==> config.mk <==
export PLATFORM = sky130hd
export DESIGN_NAME = pong_input_arbiter_flat
export DESIGN_NICKNAME = d
export VERILOG_FILES = /design/src/rtl/pong_input_pkg.sv /design/src/rtl/pong_input_arbiter_if.sv /design/src/rtl/pong_input_arbiter_debounce.sv /design/src/rtl/pong_input_arbiter.sv /design/src/flat_wrapper.sv
export SDC_FILE = /design/constraint.sdc
export NUM_CORES = 1
export LEC_CHECK = 0
export ABC_AREA = 1
export CAP_MARGIN = 20
export CORE_UTILIZATION = 60
export CTS_BUF_LIST = sky130_fd_sc_hd__clkbuf_2 sky130_fd_sc_hd__clkbuf_4 sky130_fd_sc_hd__clkbuf_8
export DETAILED_ROUTE_END_ITERATION = 6
export PLACE_DENSITY_LB_ADDON = 0.25
export SYNTH_ARGS = -nofsm -noshare
export SYNTH_HDL_FRONTEND = slang
export SYNTH_HIERARCHICAL = 1
export SYNTH_SLANG_ARGS = --single-unit
==> constraint.sdc <==
create_clock -name clk -period 3.16 [get_ports clk]
set_input_delay 0.632 -clock clk [delete_from_list [all_inputs] [get_ports clk]]
set_output_delay 0.632 -clock clk [all_outputs]
set_load 0.005 [all_outputs]
==> src/rtl/pong_input_pkg.sv <==
// rtl/pong_input_pkg.sv - shared encodings and bit-layout helpers for the pong input arbiter
package pong_input_pkg;

  typedef enum logic {
    SRC_BTN  = 1'b0,
    SRC_UART = 1'b1
  } src_e;

  typedef enum logic [1:0] {
    LOCK_AUTO = 2'b00,
    LOCK_BTN  = 2'b01,
    LOCK_UART = 2'b10,
    LOCK_RSVD = 2'b11
  } lock_e;

  // Per-player bit positions inside btn_raw / uart_ctrl.
  function automatic int up_bit(input int p);
    return 2 * p;
  endfunction

  function automatic int dn_bit(input int p);
    return 2 * p + 1;
  endfunction

endpackage

==> src/rtl/pong_input_arbiter_if.sv <==
// rtl/pong_input_arbiter_if.sv - pin-side and game-side signal bundle of the input arbiter
interface pong_input_arbiter_if #(
  parameter int N_PLAYERS = 2
);
  logic [2*N_PLAYERS-1:0] btn_raw;
  logic                   btn_start;
  logic [2*N_PLAYERS-1:0] uart_ctrl;
  logic                   uart_start;
  logic [1:0]             mode_lock;
  logic [N_PLAYERS-1:0]   up;
  logic [N_PLAYERS-1:0]   down;
  logic                   start_trigger;
  logic [N_PLAYERS-1:0]   active_src;
  logic                   src_change;

  modport master (
    output btn_raw, btn_start, uart_ctrl, uart_start, mode_lock,
    input  up, down, start_trigger, active_src, src_change
  );

  modport slave (
    input  btn_raw, btn_start, uart_ctrl, uart_start, mode_lock,
    output up, down, start_trigger, active_src, src_change
  );
endinterface

==> src/rtl/pong_input_arbiter_debounce.sv <==
// rtl/pong_input_arbiter_debounce.sv - 2-FF synchroniser plus stable-level counter for one button
module input_debounce #(
  parameter int DEBOUNCE_CYCLES = 500000
) (
  input  logic clk,
  input  logic rst,
  input  logic raw,
  output logic level
);
  localparam int CW = (DEBOUNCE_CYCLES > 1) ? $clog2(DEBOUNCE_CYCLES) : 1;
  localparam logic [CW-1:0] CNT_MAX = CW'(DEBOUNCE_CYCLES - 1);

  logic [1:0]    sync_q, sync_d;
  logic [CW-1:0] cnt_q, cnt_d;
  logic          level_q, level_d;

  // Counter only runs while the synchronised input disagrees with the accepted level.
  always_comb begin
    sync_d  = {sync_q[0], raw};
    level_d = level_q;
    cnt_d   = '0;
    if (sync_q[1] != level_q) begin
      if (cnt_q == CNT_MAX) level_d = sync_q[1];
      else                  cnt_d   = cnt_q + 1'b1;
    end
  end

  always_ff @(posedge clk or posedge rst) begin
    if (rst) begin
      sync_q  <= '0;
      cnt_q   <= '0;
      level_q <= 1'b0;
    end else begin
      sync_q  <= sync_d;
      cnt_q   <= cnt_d;
      level_q <= level_d;
    end
  end

  assign level = level_q;
endmodule

==> src/rtl/pong_input_arbiter.sv <==
// rtl/pong_input_arbiter.sv - per-player button/UART source selection, clean paddle levels and start pulse
module pong_input_arbiter
  import pong_input_pkg::*;
#(
  parameter int N_PLAYERS       = 2,
  parameter int DEBOUNCE_CYCLES = 500000,
  parameter int IDLE_CYCLES     = 250000000,
  parameter int SRC_DEFAULT     = 1
) (
  input logic                  clk,
  input logic                  rst,
  pong_input_arbiter_if.slave  bus
);
  localparam int IW = (IDLE_CYCLES > 1) ? $clog2(IDLE_CYCLES) : 1;
  localparam logic [IW-1:0] IDLE_MAX = IW'(IDLE_CYCLES - 1);
  localparam int HW = $clog2(DEBOUNCE_CYCLES + 1);
  localparam logic [HW-1:0] HOLD_INIT = HW'(DEBOUNCE_CYCLES);
  localparam src_e DEFAULT_SRC = (SRC_DEFAULT != 0) ? SRC_UART : SRC_BTN;

  logic [2*N_PLAYERS-1:0] btn_db;
  logic                   start_db;
  logic [N_PLAYERS-1:0]   switch_evt;
  lock_e                  lock;

  assign lock = lock_e'(bus.mode_lock);

  for (genvar i = 0; i < 2*N_PLAYERS; i++) begin : g_db
    input_debounce #(.DEBOUNCE_CYCLES(DEBOUNCE_CYCLES)) u_db (
      .clk(clk), .rst(rst), .raw(bus.btn_raw[i]), .level(btn_db[i])
    );
  end

  input_debounce #(.DEBOUNCE_CYCLES(DEBOUNCE_CYCLES)) u_db_start (
    .clk(clk), .rst(rst), .raw(bus.btn_start), .level(start_db)
  );

  for (genvar p = 0; p < N_PLAYERS; p++) begin : g_player
    localparam int UB = up_bit(p);
    localparam int DB = dn_bit(p);

    src_e          src_q, src_d;
    logic [IW-1:0] idle_q, idle_d;
    logic          up_q, up_d, down_q, down_d;
    logic          btn_act, uart_act, cur_act, oth_act, sel_up, sel_dn, sw;

    assign btn_act  = btn_db[UB] | btn_db[DB];
    assign uart_act = bus.uart_ctrl[UB] | bus.uart_ctrl[DB];

    always_comb begin
      cur_act = (src_q == SRC_UART) ? uart_act : btn_act;
      oth_act = (src_q == SRC_UART) ? btn_act  : uart_act;
      src_d   = src_q;
      if (lock == LOCK_BTN)                                src_d = SRC_BTN;
      else if (lock == LOCK_UART)                          src_d = SRC_UART;
      else if (oth_act && !cur_act)                        src_d = src_e'(~src_q);
      else if (idle_q == IDLE_MAX && src_q != DEFAULT_SRC) src_d = DEFAULT_SRC;
      sw = (src_d != src_q);

      if (sw || cur_act)         idle_d = '0;
      else if (idle_q != IDLE_MAX) idle_d = idle_q + 1'b1;
      else                       idle_d = idle_q;

      // Outputs blank for the switch cycle so a level never leaks across sources.
      sel_up = (src_q == SRC_UART) ? bus.uart_ctrl[UB] : btn_db[UB];
      sel_dn = (src_q == SRC_UART) ? bus.uart_ctrl[DB] : btn_db[DB];
      up_d   = !sw && sel_up && !sel_dn;
      down_d = !sw && sel_dn && !sel_up;
    end

    always_ff @(posedge clk or posedge rst) begin
      if (rst) begin
        src_q  <= DEFAULT_SRC;
        idle_q <= '0;
        up_q   <= 1'b0;
        down_q <= 1'b0;
      end else begin
        src_q  <= src_d;
        idle_q <= idle_d;
        up_q   <= up_d;
        down_q <= down_d;
      end
    end

    assign switch_evt[p]     = sw;
    assign bus.up[p]         = up_q;
    assign bus.down[p]       = down_q;
    assign bus.active_src[p] = src_q;
  end

  logic          start_prev_q;
  logic [HW-1:0] hold_q, hold_d;
  logic          start_trig_q, start_trig_d;
  logic          src_change_q, src_change_d;

  // Edges arriving during holdoff are consumed, not deferred.
  always_comb begin
    hold_d       = hold_q;
    start_trig_d = 1'b0;
    src_change_d = |switch_evt;
    if (hold_q != '0) begin
      hold_d = hold_q - 1'b1;
    end else if ((start_db && !start_prev_q) || bus.uart_start) begin
      start_trig_d = 1'b1;
      hold_d       = HOLD_INIT;
    end
  end

  always_ff @(posedge clk or posedge rst) begin
    if (rst) begin
      start_prev_q <= 1'b0;
      hold_q       <= '0;
      start_trig_q <= 1'b0;
      src_change_q <= 1'b0;
    end else begin
      start_prev_q <= start_db;
      hold_q       <= hold_d;
      start_trig_q <= start_trig_d;
      src_change_q <= src_change_d;
    end
  end

  assign bus.start_trigger = start_trig_q;
  assign bus.src_change    = src_change_q;
endmodule

==> src/flat_wrapper.sv <==
// flat-port wrapper written by rule: the top's interface ports become plain ports
module pong_input_arbiter_flat import pong_input_pkg::*;
#(
  parameter int N_PLAYERS       = 2,
  parameter int DEBOUNCE_CYCLES = 500000,
  parameter int IDLE_CYCLES     = 250000000,
  parameter int SRC_DEFAULT     = 1
)
  (clk, rst, bus_btn_raw, bus_btn_start, bus_uart_ctrl, bus_uart_start, bus_mode_lock, bus_up, bus_down, bus_start_trigger, bus_active_src, bus_src_change);
  pong_input_arbiter_if #(.N_PLAYERS(N_PLAYERS)) bus_i ();
  input logic clk;
  input logic rst;
  input wire logic [$bits(bus_i.btn_raw)-1:0] bus_btn_raw;
  input wire logic [$bits(bus_i.btn_start)-1:0] bus_btn_start;
  input wire logic [$bits(bus_i.uart_ctrl)-1:0] bus_uart_ctrl;
  input wire logic [$bits(bus_i.uart_start)-1:0] bus_uart_start;
  input wire logic [$bits(bus_i.mode_lock)-1:0] bus_mode_lock;
  output wire logic [$bits(bus_i.up)-1:0] bus_up;
  output wire logic [$bits(bus_i.down)-1:0] bus_down;
  output wire logic [$bits(bus_i.start_trigger)-1:0] bus_start_trigger;
  output wire logic [$bits(bus_i.active_src)-1:0] bus_active_src;
  output wire logic [$bits(bus_i.src_change)-1:0] bus_src_change;
  assign bus_i.btn_raw = bus_btn_raw;
  assign bus_i.btn_start = bus_btn_start;
  assign bus_i.uart_ctrl = bus_uart_ctrl;
  assign bus_i.uart_start = bus_uart_start;
  assign bus_i.mode_lock = bus_mode_lock;
  assign bus_up = bus_i.up;
  assign bus_down = bus_i.down;
  assign bus_start_trigger = bus_i.start_trigger;
  assign bus_active_src = bus_i.active_src;
  assign bus_src_change = bus_i.src_change;
  pong_input_arbiter #(.N_PLAYERS(N_PLAYERS), .DEBOUNCE_CYCLES(DEBOUNCE_CYCLES), .IDLE_CYCLES(IDLE_CYCLES), .SRC_DEFAULT(SRC_DEFAULT)) u_core (.clk(clk), .rst(rst), .bus(bus_i));
endmodule
==> key figures <==
Power
  • P_leak: 0.00507 uW
  • Clock share of power: 0.361
  • Total power draw: about 4400 uW
  • Power per cell area: 363 nW/um^2
  • Seq pwr share: 0.582
  • VDD IR max: between 200 and 300 uV
  • Pint: 3300 uW
  • Combinational share of power: 0.057
  • Switching portion of total power: 0.245
  • Switching pwr: 1070 uW

CTS
  • CTS resizes: 0
  • Post-CTS setup buffers: 0
  • CTS tree: yes
  • CTS Sinks: slightly below 200
  • # H-tree levels: 4
  • CTS Root Buffer Type: clkbuf_8
  • Longest Clk Path Bufs: 2
  • Worst-Skew Late Latency: between 0.4 and 0.5 ns
  • CTS buffer count: 17
  • CTS clk-pin slew, worst paths: 0.11 ns
  • # hold bufs at CTS: 0

Detailed routing
  • Via count of the routed design: a little under 9000
  • Initial DRC count: 437
  • Drt drc: 0
  • Pre-antenna DRT Iters: 5
  • Vias/cell: just over 5
  • Detailed Route WL: between 20 and 25 mm
  • DRT antenna net count: 0
  • Routed len/inst: about 13 um

Global routing
  • Largest net degree at the start of global routing: 34
  • Total congestion overflow: 0
  • Initial antenna violation count: 0
  • Global-route wire length before repair: 39.8 mm
  • Vias in the first global route: slightly below 9000
  • Gr usage total: 0.252

Synth
  • Post-synth design cell area: between 10000 and 15000 um^2
  • Syn Inst Count: 1421
  • Cell variety after synth: about 40
  • Seq/Total Area, Yosys: 0.433
  • Yosys reg bits: 194
  • Avg Cell Area, Syn: 7.90 um^2
  • Yosys warns: 6
  • Syn nets: ~1400

Status
  • Status: completed

Final layout
  • Seq. cell area: 4860 um^2
  • N_diodes: 0
  • Syn-to-layout area delta: 7.36%
  • # fillers: between 1500 and 2000
  • # nets final: 1477
  • Ratio of cells with drive above 1 in the final layout: 0.152
  • Final core utilization: 0.664
  • Multi-input gate area: approximately 5500 um^2

Timing
  • Hold Fails Final Rpt: 0
  • Setup TNS: 0 ns
  • FMAX: ~440 MHz
  • Fin crit period: 2.25 ns
  • Slew HR: 0.429
  • Slew @ Worst Pin: around 0.86 ns
  • RSZ-0062 raised after global routing: no
  • Final Max Slew Viols: 0
  • Final worst-path cycle share: 0.712
  • Skew final: around 0.025 ns
  • Final setup vio count: 0

Worst hold path
  • Hold Path Depth: 0
  • Hold path start: u_core/u_db_start/sync_q[0]$_DFF_PP0_
  • Worst Hold Class: reg2reg

Floorplanning
  • Die area: between 15000 and 20000 um^2
  • DIE WIDTH: about 140 um
  • Starting density of the core: 0.618
  • Core Area: 18100 um^2
  • Row Count: 49
  • I/O pin count: 22
  • Die height: around 140 um

Critical path
  • Critical path class: reg2reg
  • Reg2reg path depth: 11
  • CP Max Fanout: 7
  • Kind of end point of the critical path: flop
  • Arrival time worst endpoint: between 2 and 3 ns
  • Critical path required time: approximately 3.5 ns
  • CP startpoint: u_core/hold_q[0]$_DFFE_PP0P_
  • RR Startpoint: u_core/hold_q[0]$_DFFE_PP0P_
  • Critical Path Start Type: flop

Placement
  • Hpwl dp: between 15 and 20 mm
  • Routability congestion estimate: 0.940
  • I/O Buffers: 21

Run
  • MaxCap Viol Count: 0
[synth_stat cells, drive strengths merged]
| cell type | instances | area, um^2 |
|---|---|---|
| ha | 8 | 100 |
| a21oi | 30 | 169 |
| xor2 | 60 | 563 |
| xnor2 | 31 | 272 |
| inv | 187 | 702 |
| o21a | 5 | 37.5 |
| mux2i | 3 | 30.0 |
| nand2 | 299 | 1270 |
| clkbuf | 1 | 5.00 |
| nor2 | 366 | 1730 |
| o21ai | 35 | 175 |
| nand4 | 25 | 156 |
| nor4 | 6 | 37.5 |
| nor3 | 34 | 180 |
| nor3b | 10 | 100 |
| o21bai | 5 | 37.5 |
| dfrtp | 192 | 4800 |
| o22ai | 8 | 50.1 |
| and3 | 1 | 6.26 |
| o31ai | 1 | 7.51 |
| or2 | 7 | 43.8 |
| nand3 | 93 | 581 |
| buf | 11 | 110 |
| dfstp | 2 | 52.6 |
| and2 | 1 | 6.26 |
[kinds of logic (layout without fill, tap and decap cells)]
family | count (synthesis) | after routing | share of synthesized area
AO/OA/AOI/OAI | 84 | 84 | 0.0425
XOR/XNOR | 91 | 91 | 0.0744
adder cells (fa/ha/maj) | 8 | 8 | 0.00892
buffers and inverters | 199 | 246 | 0.0728
flip-flops | 194 | 194 | 0.433
multiplexers | 3 | 3 | 0.00268
AND/OR/NAND/NOR | 842 | 842 | 0.366
[power by group through the flow]
| stage | clock (uW) | combinational [uW] | sequential [uW] |
|---|---|---|---|
| after floorplan | 0 | 193 | 2580 |
| after global placement | 0 | 248 | 2590 |
| after detailed placement | 0 | 255 | 2590 |
| after CTS | 1620 | 256 | 2540 |
| after global routing | 1720 | 287 | 2550 |
| final | 1580 | 250 | 2540 |
[metal layers]
layer  global-route usage  share of wire
met1                0.320           0.45
met2                0.435           0.50
met3               0.0390          0.027
met4               0.0977          0.019
met5                    0              0
[worst paths after layout]
path | to | slack, ns
max | u_core/hold_q[15]$_DFFE_PP0P_ | 0.91
min | u_core/u_db_start/sync_q[1]$_DFF_PP0_ | 0.33
max reg2reg | u_core/hold_q[15]$_DFFE_PP0P_ | 0.91
min reg2reg | u_core/u_db_start/sync_q[1]$_DFF_PP0_ | 0.33
max in group asynchronous | u_core/g_player[1].idle_q[12]$_DFFE_PP0P_ | 1.70
min in group asynchronous | u_core/u_db_start/cnt_q[6]$_DFF_PP0_ | 0.77
[final cells by class]
type	count	area share
Inverter	187	0.0584
Tap cell	229	0.0238
Clock buffer	22	0.0236
Multi-Input combinational cell	1028	0.460
Clock inverter	10	0.00841
Timing Repair Buffer	27	0.0222
Sequential cell	194	0.403
[per-stage QoR]
stage | setup slack [ns] | hold WS, ns | area (um^2) | cells
floorplan | 0.366 | 0.331 | 11200 | 1421
global placement | 0.750 | 0.332 | 11700 | 1665
detailed placement | 0.661 | 0.336 | 11700 | 1665
CTS | 0.884 | 0.345 | 12000 | 1697
global route | 0.638 | 0.360 | 12000 | 1697
finish | 0.910 | 0.335 | 12000 | 1697
[sequential cells by signal (all words and copies together) (netlist names), 2 cells and up]
register and count:
u_core/u_db_start/sync_q 2, u_core/g_player.idle_q 56, u_core/hold_q 19, u_core/g_db.u_db/sync_q 8
u_core/g_db.u_db/cnt_q 76, u_core/g_player.down_q 2, u_core/g_player.up_q 2, u_core/g_db.u_db/level 4
u_core/g_player.src_q 2, u_core/u_db_start/cnt_q 19
[placed cells by master (no fill, tap or decap), types with 25 or more instances in the layout]
cell type,n
nand2_1,251
inv_1,176
nand4_1,25
nand2_2,43
a21oi_1,25
nor2_2,51
nor2_4,28
nand3_1,73
nor3_1,32
xnor2_1,31
dfrtp_1,192
nor2_1,286
xor2_1,55
[worst max-delay path: stages, from the launching register on]
cell	delay, ns
dfrtp_1	0.39
inv_1	0.14
ha_1	0.21
inv_1	0.06
nor3_1	0.37
nand2_1	0.16
inv_1	0.09
nand2_1	0.06
nor2_2	0.24
nand2_1	0.22
o21ai_0	0.14
inv_1	0.06
No activity file was read; power rests on OpenSTA's default activity.
